[config.mk]
export PLATFORM = sky130hd
export DESIGN_NAME = pcm_fetch_ctrl_flat
export DESIGN_NICKNAME = d
export VERILOG_FILES = /design/src/rtl/audio_pkg.sv /design/src/rtl/pcm_fetch_ctrl_if.sv /design/src/rtl/pcm_fetch_ctrl_rate_acc.sv /design/src/rtl/pcm_fetch_ctrl.sv /design/src/flat_wrapper.sv
export SDC_FILE = /design/constraint.sdc
export NUM_CORES = 1
export LEC_CHECK = 0
export BUFFER_PORTS_ARGS = -buffer_cell sky130_fd_sc_hd__buf_2
export CORE_UTILIZATION = 40
export DETAILED_ROUTE_END_ITERATION = 7
export GPL_TIMING_DRIVEN = 1
export PLACE_DENSITY_LB_ADDON = 0.3
export SLEW_MARGIN = 10
export SYNTH_ARGS = -nofsm -noshare
export SYNTH_HDL_FRONTEND = slang
export SYNTH_SLANG_ARGS = --single-unit
[constraint.sdc]
create_clock -name clk -period 2.1 [get_ports clk]
set_input_delay 0.315 -clock clk [delete_from_list [all_inputs] [get_ports clk]]
set_output_delay 0.315 -clock clk [all_outputs]
set_load 0.02 [all_outputs]
[src/rtl/audio_pkg.sv]
// Shared definitions for the audio block's PCM fetch path.
//   RATE_MAX    : sample_rate value meaning "one frame per output tick"
//   fetch_state_e: fetch sequencer states
//   frame_fmt_t : frame format latched at the tick that starts a fetch
//   nbytes()    : bytes per PCM frame for a given format (1..4)
package audio_pkg;

  localparam int RATE_MAX = 128;

  typedef enum logic [1:0] {IDLE, FETCH, DONE} fetch_state_e;

  typedef struct packed {
    logic stereo;
    logic bits16;
  } frame_fmt_t;

  function automatic logic [2:0] nbytes(input logic stereo, input logic bits16);
    case ({stereo, bits16})
      2'b00:   return 3'd1;
      2'b11:   return 3'd4;
      default: return 3'd2;
    endcase
  endfunction

endpackage

[src/rtl/pcm_fetch_ctrl_if.sv]
// FIFO read port plus sample output bus of the PCM fetch controller.
//   master : the fetch controller (pops FIFO, drives samples)
//   slave  : FIFO + downstream mixer side
interface pcm_fetch_if;
  logic [7:0]  fifo_rddata;
  logic        fifo_empty;
  logic        fifo_read;
  logic [15:0] left_sample;
  logic [15:0] right_sample;
  logic        sample_valid;
  logic        underflow;

  modport master (
    input  fifo_rddata, fifo_empty,
    output fifo_read, left_sample, right_sample, sample_valid, underflow
  );

  modport slave (
    output fifo_rddata, fifo_empty,
    input  fifo_read, left_sample, right_sample, sample_valid, underflow
  );
endinterface

[src/rtl/pcm_fetch_ctrl_rate_acc.sv]
// Fractional rate accumulator. Each tick adds the clamped rate to the
// low ACC_W-1 bits of the accumulator; the top bit of the sum flags a
// frame due on that tick.
//   clk, rst : clock, synchronous active-high reset
//   rate     : requested rate, clamped to RATE_MAX
//   tick     : advance the accumulator (caller gates it to idle ticks)
//   clear    : flush, zeroes the accumulator
//   due      : combinational, high on a tick that completes a frame
module pcm_rate_acc
  import audio_pkg::*;
#(
  parameter int RATE_MAX = audio_pkg::RATE_MAX,
  parameter int ACC_W    = 8
) (
  input  logic       clk,
  input  logic       rst,
  input  logic [7:0] rate,
  input  logic       tick,
  input  logic       clear,
  output logic       due
);

  logic [ACC_W-1:0] acc, acc_n, r;

  always_comb begin
    r = (rate > 8'(RATE_MAX)) ? ACC_W'(RATE_MAX) : ACC_W'(rate);
    // the carry bit from the previous tick is dropped before adding
    acc_n = {1'b0, acc[ACC_W-2:0]} + r;
    due   = tick & acc_n[ACC_W-1];
  end

  always_ff @(posedge clk) begin
    if (rst || clear) acc <= '0;
    else if (tick)    acc <= acc_n;
  end

endmodule

[src/rtl/pcm_fetch_ctrl.sv]
// PCM fetch sequencer. On an output-sample tick that the rate
// accumulator marks due, pops one frame (1..4 bytes) from the FWFT audio
// FIFO and assembles signed 16-bit left/right samples.
//   clk, rst     : clock, synchronous active-high reset
//   sample_rate  : playback rate, frames per tick = min(rate,128)/128
//   mode_stereo  : stereo frames
//   mode_16bit   : 16-bit little-endian samples (else 8-bit)
//   next_sample  : one-cycle tick from the I2S serializer
//   fifo_reset   : FIFO flush, aborts any fetch and zeroes state
//   bus          : FIFO read port + sample outputs (master side)
//   busy         : fetch in progress
module pcm_fetch_ctrl
  import audio_pkg::*;
#(
  parameter int RATE_MAX = audio_pkg::RATE_MAX,
  parameter int ACC_W    = 8
) (
  input  logic       clk,
  input  logic       rst,
  input  logic [7:0] sample_rate,
  input  logic       mode_stereo,
  input  logic       mode_16bit,
  input  logic       next_sample,
  input  logic       fifo_reset,
  pcm_fetch_if.master bus,
  output logic       busy
);

  fetch_state_e      state, state_n;
  frame_fmt_t        fmt;
  logic [2:0]        nb;
  logic [1:0]        idx;
  logic              err;
  logic [3:0][7:0]   bytes_q;
  logic [3:0][7:0]   frame_b;
  logic [7:0]        cur_byte;
  logic              tick, due, last;
  logic [15:0]       asm_l, asm_r;
  logic [15:0]       left_q, right_q;

  // busy ticks are dropped without advancing the accumulator
  assign tick = next_sample & (state == IDLE);

  pcm_rate_acc #(.RATE_MAX(RATE_MAX), .ACC_W(ACC_W)) u_acc (
    .clk   (clk),
    .rst   (rst),
    .rate  (sample_rate),
    .tick  (tick),
    .clear (fifo_reset),
    .due   (due)
  );

  // missing bytes on an empty FIFO read as zero
  assign cur_byte = bus.fifo_empty ? 8'h00 : bus.fifo_rddata;
  assign last     = (state == FETCH) && ({1'b0, idx} == nb - 3'd1);

  // assemble from the bytes so far plus the one on the bus this cycle
  always_comb begin
    frame_b      = bytes_q;
    frame_b[idx] = cur_byte;
    if (fmt.bits16) begin
      asm_l = {frame_b[1], frame_b[0]};
      asm_r = fmt.stereo ? {frame_b[3], frame_b[2]} : asm_l;
    end else begin
      asm_l = {frame_b[0], 8'h00};
      asm_r = fmt.stereo ? {frame_b[1], 8'h00} : asm_l;
    end
  end

  always_comb begin
    state_n          = state;
    bus.fifo_read    = 1'b0;
    bus.sample_valid = 1'b0;
    bus.underflow    = 1'b0;
    busy             = 1'b0;
    case (state)
      IDLE:  if (due) state_n = FETCH;
      FETCH: begin
        busy          = 1'b1;
        bus.fifo_read = ~bus.fifo_empty;
        if (last) state_n = DONE;
      end
      DONE: begin
        busy             = 1'b1;
        bus.sample_valid = 1'b1;
        bus.underflow    = err;
        state_n          = IDLE;
      end
      default: state_n = IDLE;
    endcase
    if (fifo_reset) begin
      state_n          = IDLE;
      bus.fifo_read    = 1'b0;
      bus.sample_valid = 1'b0;
      bus.underflow    = 1'b0;
    end
  end

  always_ff @(posedge clk) begin
    if (rst) begin
      state   <= IDLE;
      fmt     <= '0;
      nb      <= 3'd1;
      idx     <= '0;
      err     <= 1'b0;
      bytes_q <= '0;
      left_q  <= '0;
      right_q <= '0;
    end else if (fifo_reset) begin
      state   <= IDLE;
      idx     <= '0;
      err     <= 1'b0;
      left_q  <= '0;
      right_q <= '0;
    end else begin
      state <= state_n;
      case (state)
        IDLE: if (due) begin
          fmt <= '{stereo: mode_stereo, bits16: mode_16bit};
          nb  <= nbytes(mode_stereo, mode_16bit);
          idx <= '0;
          err <= 1'b0;
        end
        FETCH: begin
          bytes_q[idx] <= cur_byte;
          idx          <= idx + 2'd1;
          if (bus.fifo_empty) err <= 1'b1;
          // outputs land together with the DONE state
          if (last) begin
            left_q  <= asm_l;
            right_q <= asm_r;
          end
        end
        default: ;
      endcase
    end
  end

  assign bus.left_sample  = left_q;
  assign bus.right_sample = right_q;

endmodule
[src/flat_wrapper.sv]
// flat-port wrapper written by rule: the top's interface ports become plain ports
module pcm_fetch_ctrl_flat import audio_pkg::*;
#(
  parameter int RATE_MAX = audio_pkg::RATE_MAX,
  parameter int ACC_W    = 8
)
  (clk, rst, sample_rate, mode_stereo, mode_16bit, next_sample, fifo_reset, busy, bus_fifo_rddata, bus_fifo_empty, bus_fifo_read, bus_left_sample, bus_right_sample, bus_sample_valid, bus_underflow);
  pcm_fetch_if bus_i ();
  input  logic clk;
  input  logic rst;
  input  logic [7:0] sample_rate;
  input  logic mode_stereo;
  input  logic mode_16bit;
  input  logic next_sample;
  input  logic fifo_reset;
  output logic busy;
  input wire logic [$bits(bus_i.fifo_rddata)-1:0] bus_fifo_rddata;
  input wire logic [$bits(bus_i.fifo_empty)-1:0] bus_fifo_empty;
  output wire logic [$bits(bus_i.fifo_read)-1:0] bus_fifo_read;
  output wire logic [$bits(bus_i.left_sample)-1:0] bus_left_sample;
  output wire logic [$bits(bus_i.right_sample)-1:0] bus_right_sample;
  output wire logic [$bits(bus_i.sample_valid)-1:0] bus_sample_valid;
  output wire logic [$bits(bus_i.underflow)-1:0] bus_underflow;
  assign bus_i.fifo_rddata = bus_fifo_rddata;
  assign bus_i.fifo_empty = bus_fifo_empty;
  assign bus_fifo_read = bus_i.fifo_read;
  assign bus_left_sample = bus_i.left_sample;
  assign bus_right_sample = bus_i.right_sample;
  assign bus_sample_valid = bus_i.sample_valid;
  assign bus_underflow = bus_i.underflow;
  pcm_fetch_ctrl #(.RATE_MAX(RATE_MAX), .ACC_W(ACC_W)) u_core (.clk(clk), .rst(rst), .sample_rate(sample_rate), .mode_stereo(mode_stereo), .mode_16bit(mode_16bit), .next_sample(next_sample), .fifo_reset(fifo_reset), .bus(bus_i), .busy(busy));
endmodule
# Word-level counts from Yosys, hierarchy flattened
# Index checks and enable logic that the tools add are counted.
[op_classes]
n_lt_le_gt_ge = 3
n_reduce_logical = 14
bitwise_logic = 4
muxes = 25
addsub = 3
n_eq_ne = 7
[ops]
columns = ["op", "count"]
rows = [
  ["2-to-1 mux 16 bit", 4],
  ["bitwise mux 32 bit", 1],
  ["2-to-1 mux 8 bit", 3],
  ["demux 8 bit (select 2 bit)", 1],
  ["2-to-1 mux 1 bit", 9],
  ["adder 7 x 8 -> 8 bit", 1],
  ["> comparator 8 bit (second input constant)", 1],
  ["case mux 2 bit (2 select lines)", 2],
  ["AND reduction 2 bit", 4],
  ["2-to-1 mux 2 bit", 3],
  ["case mux 3 bit (2 select lines)", 1],
  ["AND reduction 3 bit", 2],
  ["equality test 2 bit (second input constant)", 2],
  ["logical NOT 2 bit", 2],
  ["!= test 2 x 1 -> 1 bit (second input constant)", 2],
  ["OR reduction 2 bit", 2],
  ["equality test 2 x 3 -> 1 bit", 1],
  ["less-than comparator 2 x 3 -> 1 bit (second input constant)", 1],
  ["subtractor 3 x 1 -> 3 bit (second input constant)", 1],
  ["adder 2 x 1 -> 2 bit (second input constant)", 1],
  ["AND 1 bit", 2],
  ["equality test 2 x 1 -> 1 bit (second input constant)", 1],
  ["greater-or-equal comparator 2 x 1 -> 1 bit (second input constant)", 1],
  ["logical AND 1 bit", 2],
  ["5 further kinds", 6],
]
[totals]
register_bits = 81

# Longest topological paths before layout
[depth]
ltp_word = 7
ltp_mapped = 10
mapped_depth_nobuf = 9

# Modules after synthesis
# A second synthesis with hierarchy kept.
[unflattened]
cells_unflattened = 519
area_unflattened_um2 = 4270.3
[by_module_without_submodules]
columns = ["module", "seq_area_each_um2", "instances", "cells_each", "area_each_um2"]
rows = [
  ["pcm_fetch_ctrl", 1481.4, 1, 444, 3671.0],
  ["pcm_rate_acc", 140.1, 1, 75, 599.3],
]

# Worst setup path before layout
# OpenSTA, ideal clock, no wires.
[synth_path]
kind = "input -> register"
from = "input port sample_rate[7]"
to = "register u_core.state[1]"
path_slack_ns = -0.059
t_arrival_ns = 2.040
setup_time_ns = 0.119
stages = 9
required_ns = 1.981
n_path_buf = 1
path_cell_list = "buf_2 nand2b_1 inv_1 ha_1 a211oi_2 o21a_2 o2111ai_4 and2_4 o221a_1"
[synth_between]
elab_chain_cells = 6
[synth_rtl]
columns = ["item", "line_no", "source"]
rows = [
  ["from (decl)", "flat_wrapper.sv:11", "input logic [7:0] sample_rate;"],
  ["> comparator 8 bit", "pcm_fetch_ctrl_rate_acc.sv:26", "r = (rate > 8'(RATE_MAX)) ? ACC_W'(RATE_MAX) : ACC_W'(rate);"],
  ["2-to-1 mux 8 bit *", "pcm_fetch_ctrl_rate_acc.sv:26", ""],
  ["adder 7 x 8 -> 8 bit *", "pcm_fetch_ctrl_rate_acc.sv:28", "acc_n = {1'b0, acc[ACC_W-2:0]} + r;"],
  ["AND 1 bit *", "pcm_fetch_ctrl_rate_acc.sv:29", "due = tick & acc_n[ACC_W-1];"],
  ["!= test 2 x 1 -> 1 bit (no line) *", "--", ""],
  ["AND reduction 2 bit (no line) *", "--", ""],
  ["to (signal assigned)", "pcm_fetch_ctrl.sv:116", "state <= state_n;"],
  ["to (decl)", "pcm_fetch_ctrl.sv:29", "fetch_state_e state, state_n;"],
]
# Every way passes the cells marked *; elsewhere a longest branch is shown, timed or not.
# A chain may end at the register's enable or synchronous reset.

# Worst setup path after layout
[layout_path]
from = "register u_core.idx[1]"
to = "register u_core.right_q[9] (netlist: u_core.bus.right_sample[9])"
[layout_between]
elab_chain_cells = 7
elab_cells_between_ends = 12
classes_between = "order compare: 2; eq/ne: 1; mux: 6; reduce/logical: 3"
[layout_rtl]
columns = ["item", "line_no", "source"]
rows = [
  ["from (decl)", "pcm_fetch_ctrl.sv:32", "logic [1:0] idx;"],
  ["from (signal assigned)", "pcm_fetch_ctrl.sv:126", "idx <= idx + 2'd1;"],
  ["less-than comparator 2 x 3 -> 1 bit (not written as such) / greater-or-equal comparator 2 x 1 -> 1 bit (equally long branches)", "pcm_fetch_ctrl.sv:60", "frame_b[idx] = cur_byte;"],
  ["logical AND 1 bit (not written as such)", "pcm_fetch_ctrl.sv:60", ""],
  ["2-to-1 mux 8 bit (not written as such)", "pcm_fetch_ctrl.sv:60", ""],
  ["demux 8 bit (select 2 bit)", "--", ""],
  ["bitwise mux 32 bit", "pcm_fetch_ctrl.sv:60", ""],
  ["2-to-1 mux 16 bit (on tied branches)", "pcm_fetch_ctrl.sv:66, pcm_fetch_ctrl.sv:63", ""],
  ["2-to-1 mux 16 bit", "pcm_fetch_ctrl.sv:61", "if (fmt.bits16) begin"],
  ["to (signal assigned)", "pcm_fetch_ctrl.sv:131", "right_q <= asm_r;"],
  ["to (decl)", "pcm_fetch_ctrl.sv:39", "logic [15:0] left_q, right_q;"],
]
# Several ways; a longest one is shown, not always the timed one.

==> impl_results.md <==
* Max Freq at ~0.52 GHz
* Gr ovfl total at 0
* Distinct cell type count after synthesis at 60
* Ports placed on the boundary at 59
* Final count of pins violating max slew at 0
* Post-place instance area at 0.00509 mm²
* MaxCap Viol Count at 0
* Switching portion of total power at 0.244
* HPWL after detailed placement at 7870 µm
* Share of flip-flops with an asynchronous set or reset at 0
* Number of rows created at floorplan at 38
* Initial Utilization at 0.416
* Synthesized netlist cell count at approximately 520
* Required time reported for the critical path endpoint at 2.34 ns
* Pin count of the biggest net entering global routing at 49
* Kind of critical path: reg -> reg
* Area taken by multi-input logic gates at 0.00268 mm²
* Setup clock skew after layout at 0.00768 ns
* Final nets at 620
* Flop pwr share at 0.458
* Fraction of layout instances using a drive strength above 1 at 0.245
* Detailed router's first-iteration violation count at ~220
* Fill cell total of the finished layout at approximately 1,100
* Combinational group share of total power at 0.106
* Routed length per placed instance at 15.5 µm
* Leakage power of the design at 2.04 nW
* Crit. End Element: flop
* Core Footprint at ~0.011 mm²
* Fraction of the yosys area taken by sequential cells at 0.355
* TritonCTS clock tree: yes
* Total placed cells including tap cells at 708
* Post-synth net total at 563
* DRC errors left at 0
* Number of enable flip-flop cells after synthesis at 0
* Internal power at approximately 2.6 mW
* Headroom to the max-slew limit at 0.631
* Share of total power in the clock network at 0.436
* Arrival time at the worst endpoint at roughly 2.2 ns
* Mean instance size in the synthesized netlist at about 8.7 µm²
* Clk root buf: clkbuf_16
* Result of the run: finished, final reports clean
* Total of warnings raised by yosys at 0
* Storage cell area at 0.00162 mm²
* Commonest register cell after synthesis: dfxtp_1
* PwrDens at 637 mW/mm²
* Clock latency on the worst-skew pair at 0.34 ns
* Number of flip-flops and latches in the synthesized netlist at 81
* Total number of vias at 3,812
* Maximum number of buffers from clock root to sink at 2
* Gpl congestion at ~0.82
* PnR Total Power at between 3 and 4 mW
* DRT Wirelength at about 11,000 µm
* Count of hold-fix buffers inserted at cts at 0
* Tcrit/Tclk final at 0.912
* Total Negative Setup Slacks at 0 ns
* Worst min-delay path category: in -> reg
* Height of the chip at ~110 µm
* Area of the die at 0.0118 mm²
* CP max FO at 14
* CTS sink count at a little over 80
* Antenna fix cells at 0
* Slew @ Worst Pin at 0.554 ns
* Post-synth design cell area at 0.00457 mm²
* Vias per std cell at 5.27
* IO Port Bufs at 58
* Switching pwr at 832 µW
* Area of all placed cells without fillers at 0.00537 mm²
* Via count of the first global-routing pass at between 3,000 and 4,000
* Maximum vdd ir drop at 351 µV
* Post-route ant nets at 0
* Final setup violating endpoints at 0
* Total global routing track utilization at 0.203
* Period minus WS final at 1.91 ns
* Die Width at 109 µm
* Clk pin slew, worst setup/hold paths at ~0.060 ns
* Number of antenna violations at the first check in global routing at 0
* Syn-to-layout area delta at 17.6%
* Clock H-tree levels at 3
* Kind of start point of the critical path: flop
* Number of detailed-routing iterations run before antenna repair at 4
* Non-filler instance count after layout at approximately 720
* Global-route wire length before repair at around 19,000 µm
* Unrepaired setup endpoints after global routing: false
* Hold_ws at about 0.25 ns
* Hold Violations, Final at 0
* Num CTS Buffers at 9
-- cell usage after synthesis (2+ instances only) --
cell,number,area (µm²)
clkbuf_1,22,82.6
o2111ai_1,8,70.1
and3_1,2,12.5
o211ai_1,11,82.6
nand4b_1,2,17.5
mux2_4,8,120
a21boi_0,2,15.0
and2_1,3,18.8
ha_1,17,213
a211o_1,8,70.1
nor2b_1,6,37.5
a21oi_1,54,270
o21ai_0,7,35.0
nor2b_4,8,110
buf_4,5,37.5
buf_2,8,40.0
nand3_1,15,75.1
nor2_2,3,18.8
a311oi_2,8,120
nor2_1,34,128
o21a_1,2,15.0
dfxtp_1,81,1620
inv_1,14,52.6
mux2i_1,39,390
xor2_1,2,17.5
a211oi_1,17,128
a211oi_2,2,25.0
a21o_1,2,15.0
nor3_1,5,25.0
nand2_1,92,345
xnor2_1,3,26.3
buf_6,2,22.5
and2b_1,3,22.5
-- path summary, 6_finish.rpt --
path / start / endpoint / slack, ns / cells past startpoint
worst max-delay path: u_core.idx[1] / u_core.bus.right_sample[9] / 0.19 / 7
worst min register to register: u_core.bus.left_sample[12] / u_core.bus.left_sample[12] / 0.45 / 2
worst max register to register: u_core.idx[1] / u_core.bus.right_sample[9] / 0.19 / 7
worst min-delay path: mode_16bit / u_core.fmt[0] / 0.25 / 3
-- flip-flops by register name, summed over array words and instances, names as in the netlist --
signal                   count
u_core.bus.left_sample      16
u_core.bus.right_sample     16
u_core.bytes_q              32
u_core.err                   1
u_core.fmt                   2
u_core.idx                   2
u_core.nb                    3
u_core.state                 2
u_core.u_acc.acc             7
-- power groups by stage --
stage | Sequential [mW] | Clock [mW] | Combinational, mW
global route | 1.57 | 1.58 | 0.399
global placement | 1.60 | 0 | 0.356
detailed placement | 1.60 | 0 | 0.364
CTS | 1.56 | 1.52 | 0.366
finish | 1.56 | 1.49 | 0.364
floorplan | 1.60 | 0 | 0.252
-- worst max-delay path, cell delays in order (launching register included) --
cell	delay (ns)
dfxtp_1	0.45
inv_1	0.10
ha_1	0.19
buf_4	0.21
mux2_4	0.26
nor2_1	0.04
a211o_1	0.28
a311oi_2	0.28
-- layout make-up --
| cell class | instances | area share |
|---|---|---|
| Clock inverter | 3 | 0.00280 |
| Clock buffer | 12 | 0.0496 |
| Inverter | 15 | 0.0105 |
| Tap cell | 140 | 0.0326 |
| Sequential cell | 81 | 0.302 |
| Timing Repair Buffer | 86 | 0.103 |
| Multi-Input combinational cell | 386 | 0.500 |
-- per-layer routing --
| metal | track usage | part of all wire | vias up |
|---|---|---|---|
| met1 | 0.286 | 0.48 | 1741 |
| met5 | 0 | 0 | - |
| met3 | 0.0347 | 0.056 | 9 |
| li1 | - | - | 1959 |
| met2 | 0.313 | 0.45 | 103 |
| met4 | 0.0676 | 0.011 | 0 |
-- through the flow --
stage               utilization  setup WS [ns]
detailed placement        0.463        -0.0951
global placement          0.463        -0.0169
global route              0.489         0.0113
CTS                       0.489          0.169
finish                    0.489          0.185
floorplan                     -     0.00000711
-- cells by family (layout without fill, tap and decap cells) --
logic type / Yosys count / in the layout / share of synthesized area
flops: 81 / 81 / 0.355
mux: 47 / 47 / 0.112
compound gates: 135 / 135 / 0.223
fa+ha+maj: 18 / 18 / 0.0510
xor+xnor: 5 / 5 / 0.00959
buf+inv: 55 / 116 / 0.0586
simple gates: 181 / 181 / 0.191
-- timing repair --
item / CTS / global route
setup buffers: 0 / 0
setup endpoints to repair: 0 / 2
resized for setup: 0 / 1
-- cells in the final DEF, fill, tap and decap left out, drive strengths merged, types with 2 or more instances in the layout --
cell	n
and2b	3
nor2	37
a311oi	8
inv	15
a21boi	2
o2111ai	10
nor3	5
clkbuf	12
nor2b	14
nand2	92
mux2	8
dfxtp	81
o21a	3
nand4b	2
xor2	2
o211ai	12
a21o	3
o21ai	8
nand3	16
ha	17
a21oi	54
and2	4
clkinv	3
buf	86
and3	2
a211oi	19
mux2i	39
xnor2	3
a211o	8
Power figures use the tool's default switching activity.
